## config.mk

```make
export PLATFORM = sky130hd
export DESIGN_NAME = biu_arbiter
export DESIGN_NICKNAME = d
export VERILOG_FILES = /design/src/rtl/biu_arbiter.sv
export SDC_FILE = /design/constraint.sdc
export NUM_CORES = 1
export LEC_CHECK = 0
export CAP_MARGIN = 20
export CORE_MARGIN = 3
export CORE_UTILIZATION = 40
export CTS_CLUSTER_DIAMETER = 50
export DETAILED_ROUTE_END_ITERATION = 8
export PLACE_DENSITY_LB_ADDON = 0.2
export SETUP_SLACK_MARGIN = 0.15
export SYNTH_ARGS = -nofsm -noshare
export SYNTH_HDL_FRONTEND = slang
export SYNTH_SLANG_ARGS = --single-unit
```

## constraint.sdc

```tcl
create_clock -name clk -period 4.5 [get_ports clk]
set_clock_uncertainty 0.1 [all_clocks]
set_input_delay 0.9 -clock clk [delete_from_list [all_inputs] [get_ports clk]]
set_output_delay 0.9 -clock clk [all_outputs]
set_load 0.05 [all_outputs]
```

## src/rtl/biu_arbiter.sv

```systemverilog
// rtl/biu_arbiter.sv - round-robin arbiter sharing one slave port among NUM_MASTERS BIU masters
// Each master owns a one-deep request register; a 3-state FSM issues one transaction at a time.
module biu_arbiter #(
  parameter int ADDR_WIDTH  = 32,
  parameter int DATA_WIDTH  = 32,
  parameter int NUM_MASTERS = 4,
  parameter int TIMEOUT     = 255
) (
  input  logic                              clk,
  input  logic                              n_rst,
  input  logic [NUM_MASTERS*ADDR_WIDTH-1:0] m_address,
  input  logic [NUM_MASTERS*DATA_WIDTH-1:0] m_data_out,
  input  logic [NUM_MASTERS-1:0]            m_rnw,
  input  logic [NUM_MASTERS-1:0]            m_en,
  output logic [NUM_MASTERS*DATA_WIDTH-1:0] m_data_in,
  output logic [NUM_MASTERS-1:0]            m_data_valid,
  output logic [NUM_MASTERS-1:0]            m_busy,
  output logic [NUM_MASTERS-1:0]            m_err,
  output logic [ADDR_WIDTH-1:0]             s_address,
  output logic [DATA_WIDTH-1:0]             s_data_out,
  output logic                              s_rnw,
  output logic                              s_en,
  input  logic [DATA_WIDTH-1:0]             s_data_in,
  input  logic                              s_data_valid
);

  localparam int GW = $clog2(NUM_MASTERS);
  localparam int CW = (TIMEOUT > 0) ? $clog2(TIMEOUT + 1) : 1;

  typedef enum logic [1:0] {IDLE, ISSUE, WAIT} state_t;

  state_t                                  state_q, state_d;
  logic [NUM_MASTERS-1:0][ADDR_WIDTH-1:0]  req_addr_q, req_addr_d;
  logic [NUM_MASTERS-1:0][DATA_WIDTH-1:0]  req_data_q, req_data_d;
  logic [NUM_MASTERS-1:0]                  req_rnw_q, req_rnw_d;
  logic [NUM_MASTERS-1:0]                  busy_q, busy_d;
  logic [GW-1:0]                           grant_q, grant_d;
  logic [CW-1:0]                           cnt_q, cnt_d;
  logic [NUM_MASTERS-1:0][DATA_WIDTH-1:0]  m_data_in_q, m_data_in_d;
  logic [NUM_MASTERS-1:0]                  m_data_valid_q, m_data_valid_d;
  logic [NUM_MASTERS-1:0]                  m_err_q, m_err_d;
  logic [ADDR_WIDTH-1:0]                   s_address_q, s_address_d;
  logic [DATA_WIDTH-1:0]                   s_data_out_q, s_data_out_d;
  logic                                    s_rnw_q, s_rnw_d;
  logic                                    s_en_q, s_en_d;

  logic [GW-1:0] pick_idx;
  logic [GW-1:0] cand;
  logic          pick_found;
  logic          complete;
  logic          timed_out;

  // grant_q doubles as last_grant: search begins one past the previous winner
  always_comb begin
    pick_found = 1'b0;
    pick_idx   = grant_q;
    cand       = grant_q;
    for (int k = 1; k <= NUM_MASTERS; k++) begin
      cand = GW'((int'(grant_q) + k) % NUM_MASTERS);
      if (!pick_found && busy_q[cand]) begin
        pick_found = 1'b1;
        pick_idx   = cand;
      end
    end
  end

  always_comb begin
    state_d        = state_q;
    req_addr_d     = req_addr_q;
    req_data_d     = req_data_q;
    req_rnw_d      = req_rnw_q;
    busy_d         = busy_q;
    grant_d        = grant_q;
    cnt_d          = cnt_q;
    m_data_in_d    = m_data_in_q;
    m_data_valid_d = '0;
    m_err_d        = '0;
    s_address_d    = s_address_q;
    s_data_out_d   = s_data_out_q;
    s_rnw_d        = s_rnw_q;
    s_en_d         = 1'b0;
    complete       = 1'b0;
    timed_out      = 1'b0;

    case (state_q)
      IDLE: begin
        if (pick_found) begin
          grant_d      = pick_idx;
          s_address_d  = req_addr_q[pick_idx];
          s_data_out_d = req_data_q[pick_idx];
          s_rnw_d      = req_rnw_q[pick_idx];
          s_en_d       = 1'b1;
          cnt_d        = '0;
          state_d      = ISSUE;
        end
      end
      ISSUE: begin
        if (s_data_valid) complete = 1'b1;
        else              state_d  = WAIT;
      end
      WAIT: begin
        if (s_data_valid) begin
          complete = 1'b1;
        end else if (TIMEOUT > 0 && cnt_q == CW'(TIMEOUT - 1)) begin
          complete  = 1'b1;
          timed_out = 1'b1;
        end else begin
          cnt_d = cnt_q + CW'(1);
        end
      end
      default: state_d = IDLE;
    endcase

    if (complete) begin
      state_d                 = IDLE;
      cnt_d                   = '0;
      busy_d[grant_q]         = 1'b0;
      m_data_valid_d[grant_q] = 1'b1;
      m_err_d[grant_q]        = timed_out;
      if (!timed_out) m_data_in_d[grant_q] = s_data_in;
    end

    // A completing master is still busy this cycle, so capture and completion never collide
    for (int i = 0; i < NUM_MASTERS; i++) begin
      if (m_en[i] && !busy_q[i]) begin
        busy_d[i]     = 1'b1;
        req_addr_d[i] = m_address[i*ADDR_WIDTH +: ADDR_WIDTH];
        req_data_d[i] = m_data_out[i*DATA_WIDTH +: DATA_WIDTH];
        req_rnw_d[i]  = m_rnw[i];
      end
    end
  end

  always_ff @(posedge clk or negedge n_rst) begin
    if (!n_rst) begin
      state_q        <= IDLE;
      req_addr_q     <= '0;
      req_data_q     <= '0;
      req_rnw_q      <= '0;
      busy_q         <= '0;
      grant_q        <= GW'(NUM_MASTERS - 1);
      cnt_q          <= '0;
      m_data_in_q    <= '0;
      m_data_valid_q <= '0;
      m_err_q        <= '0;
      s_address_q    <= '0;
      s_data_out_q   <= '0;
      s_rnw_q        <= 1'b0;
      s_en_q         <= 1'b0;
    end else begin
      state_q        <= state_d;
      req_addr_q     <= req_addr_d;
      req_data_q     <= req_data_d;
      req_rnw_q      <= req_rnw_d;
      busy_q         <= busy_d;
      grant_q        <= grant_d;
      cnt_q          <= cnt_d;
      m_data_in_q    <= m_data_in_d;
      m_data_valid_q <= m_data_valid_d;
      m_err_q        <= m_err_d;
      s_address_q    <= s_address_d;
      s_data_out_q   <= s_data_out_d;
      s_rnw_q        <= s_rnw_d;
      s_en_q         <= s_en_d;
    end
  end

  assign m_data_in    = m_data_in_q;
  assign m_data_valid = m_data_valid_q;
  assign m_busy       = busy_q;
  assign m_err        = m_err_q;
  assign s_address    = s_address_q;
  assign s_data_out   = s_data_out_q;
  assign s_rnw        = s_rnw_q;
  assign s_en         = s_en_q;

endmodule

```

==> results.ini <==
[run_status]
outcome=finished clean

[place]
gp_congestion=0.820
hpwl_um=40300
port_buffers=504
placed_cells_incl_taps=2452

[yosys]
synth_edf_count=0
synth_top_area_share_pct=59.1
yosysMostFrequentCell=dfrtp_1
yosysWarnings=0
synth-xor-area-share_pct=0.354
synthAdderAreaFrac_pct=0.559
avgSynthCellArea_um2=15.1
synth_top_family_by_area=multiplexers
synthMuxAreaShare_pct=28.7
synth_nets=1643
synth_compound_area_share_pct=5.51
synth_common_cells=dfrtp_1, mux2_2, mux2i_1
synth-simple-area-share_pct=2.99
async_reset_ff_share_pct=100
synthesis.area_um2=20200
syn_inst=1335
ys_types=48
synth-seq-cells=478
synthFlopType=dfrtp_1
ys_seq_area_share_pct=59.3
yosys.area.top_type=dfrtp_1
synthTopCellsByArea=dfrtp_1, mux2_2, mux2i_1

[layout]
drive_above_1_share_pct=31.1
final-instance-count-excl-fill=2564
multiInputGateArea_um2=7730
seq_area_um2=12000
area_delta_synth_final_pct=38.2
fin_nets=2154
fillers=4079

[clocking]
cts.sinks=478
cts_tree=done
path_clk_slew_ns=0.06
cts_resized=0
clock_latency_ns=0.59
cts_buffers=56
htree_levels=2
post_cts_buffers=0
cts-hold-fix-buffers=0
clock_path_buffers=3
clockRootBuffer=clkbuf_16

[timing]
fin_setup_tns_ns=0
drv_slew=0
period_share_pct=81.1
fmax_mhz=274
min_period_ns=3.65
setup_violations=0
hold_violations=0
rsz0062_at_grt=no
relSlewSlack_pct=38.0
tightest_slew_ns=0.930

[global_routing]
track_usage_pct=21.3
grt_max_degree=107
antenna_found_initial=21
grt_overflow_total=0
grt_pass1_vias=14237
grt_pass1_wl_um=87000

[critical_path]
end_kind=flip-flop
critPathMaxFanout=26
critical_path.max_stage_delay_ns=0.69
cp.required_ns=4.84
path_cells=inv_1 -> ha_1 -> mux4_2 -> nor2_4 -> o22ai_1 -> a211oi_2 -> and2_4 -> buf_4 -> a221oi_2
crit_slowest_cell=dfstp_2
worstSetupStartpointType=flip-flop
critical_path.top_delay_family=flip-flops
worstSetupPathType=reg2reg
rr_worst_depth=9
path_buf_inv=2
crit_arrival_ns=3.99
timing.rr.start=grant_q[0]
r2r_slack_ns=0.85
r2r-end=s_data_out[20]

[power]
p_comb_share_pct=51.6
cellLeakagePower_nw=11.9
p_int_mw=14.7
pwr-share-seq_pct=30.5
vdd_drop_max_v=0.000652
power_density_nw_per_um2=907
switching_share_pct=41.9
p_clk_share_pct=17.9
power.switching_mw=10.6

[die]
fp.dieH_um=231
ios=505
start_util_pct=40.8
rows=81
die_w_um=231
die_area_um2=53100
core_area_um2=49400

[route]
wl_um=57800
wire_per_inst_um=22.5
first_iter_violations=591
ant_nets=0
num_vias=13169
drc=0
viasPerCell=5.14
drt_first_pass_iters=4

[hold_path]
hold_class=in2async

[run]
maxCapViolCount=0

sequential cells by signal, indices dropped and copies added (netlist names), 2 cells and up:
name          count
cnt_q             8
grant_q           2
m_busy            4
m_data_in       128
m_data_valid      4
m_err             4
req_addr_q      128
req_data_q      128
req_rnw_q         4
s_address        32
s_data_out       32
state_q           2
power by group through the flow:
| stage | logic [mW] | registers (mW) | clock network (mW) |
|---|---|---|---|
| floorplan | 6.76 | 10.4 | 0 |
| global placement | 12.9 | 7.71 | 0 |
| detailed placement | 13.2 | 7.75 | 0 |
| CTS | 13.2 | 7.71 | 4.65 |
| global route | 13.8 | 7.96 | 4.80 |
| finish | 13.0 | 7.70 | 4.52 |
placed cells by master, fill, tap and decap left out, types with 4 or more instances in the layout:
cell / count
clkdlybuf4s50_1: 503
dfrtp_1: 476
mux2_2: 389
mux2i_1: 131
nor2_1: 77
clkbuf_16: 57
a221oi_2: 51
buf_4: 21
nand2_1: 14
a221oi_1: 14
inv_1: 12
clkinv_2: 11
buf_12: 10
ha_1: 9
clkbuf_8: 9
diode_2: 8
clkbuf_1: 8
clkinvlp_4: 8
o21ai_0: 7
a21o_1: 6
and3_1: 6
nand3_1: 5
nor2b_4: 5
or3_1: 4
xor2_1: 4
mux4_2: 4
a21oi_1: 4
clkinv_4: 4
final cells by class:
type,count,area share [%]
Sequential cell,478,42.9
Tap cell,664,2.98
Antenna cell,8,0.0718
Clock inverter,30,1.03
Clock buffer,74,5.67
Multi-Input combinational cell,763,27.7
Inverter,12,0.162
Timing Repair Buffer,535,19.4
worst max path at each step:
stage	startpoint	endpoint	slack (ns)	cells past startpoint
after floorplan	grant_q[1]	s_address[10]	1.55	11
after global placement	grant_q[0]	s_address[30]	0.90	9
after detailed placement	grant_q[0]	s_data_out[21]	0.84	9
after CTS	grant_q[0]	s_data_out[24]	0.81	9
after global routing	grant_q[0]	s_data_out[19]	0.65	9
final	grant_q[0]	s_data_out[20]	0.85	9
per-layer routing:
layer,vias up,GRT usage (%),part of all wire [%]
met1,6720,26.3,41
met5,-,0,0.30
li1,5888,-,-
met3,107,6.61,7.8
met4,26,6.76,2.4
met2,428,35.9,49
kinds of logic after synthesis:
family          Yosys count
buf+inv                  94
xor+xnor                  6
fa+ha+maj                 9
compound gates           96
mux                     524
flops                   478
simple gates            128
through the flow:
step	setup WS (ns)	hold slack, ns	area, um2	power (mW)	utilization, %
after detailed placement	0.837	0.391	26000	21.0	52.6
after floorplan	1.55	0.380	20200	17.2	-
final	0.849	0.227	27900	25.3	56.5
after global routing	0.655	0.309	27900	26.6	56.4
after CTS	0.813	0.281	27800	25.6	56.4
after global placement	0.903	0.387	26000	20.6	52.6
(Power assumes the default switching activity.)
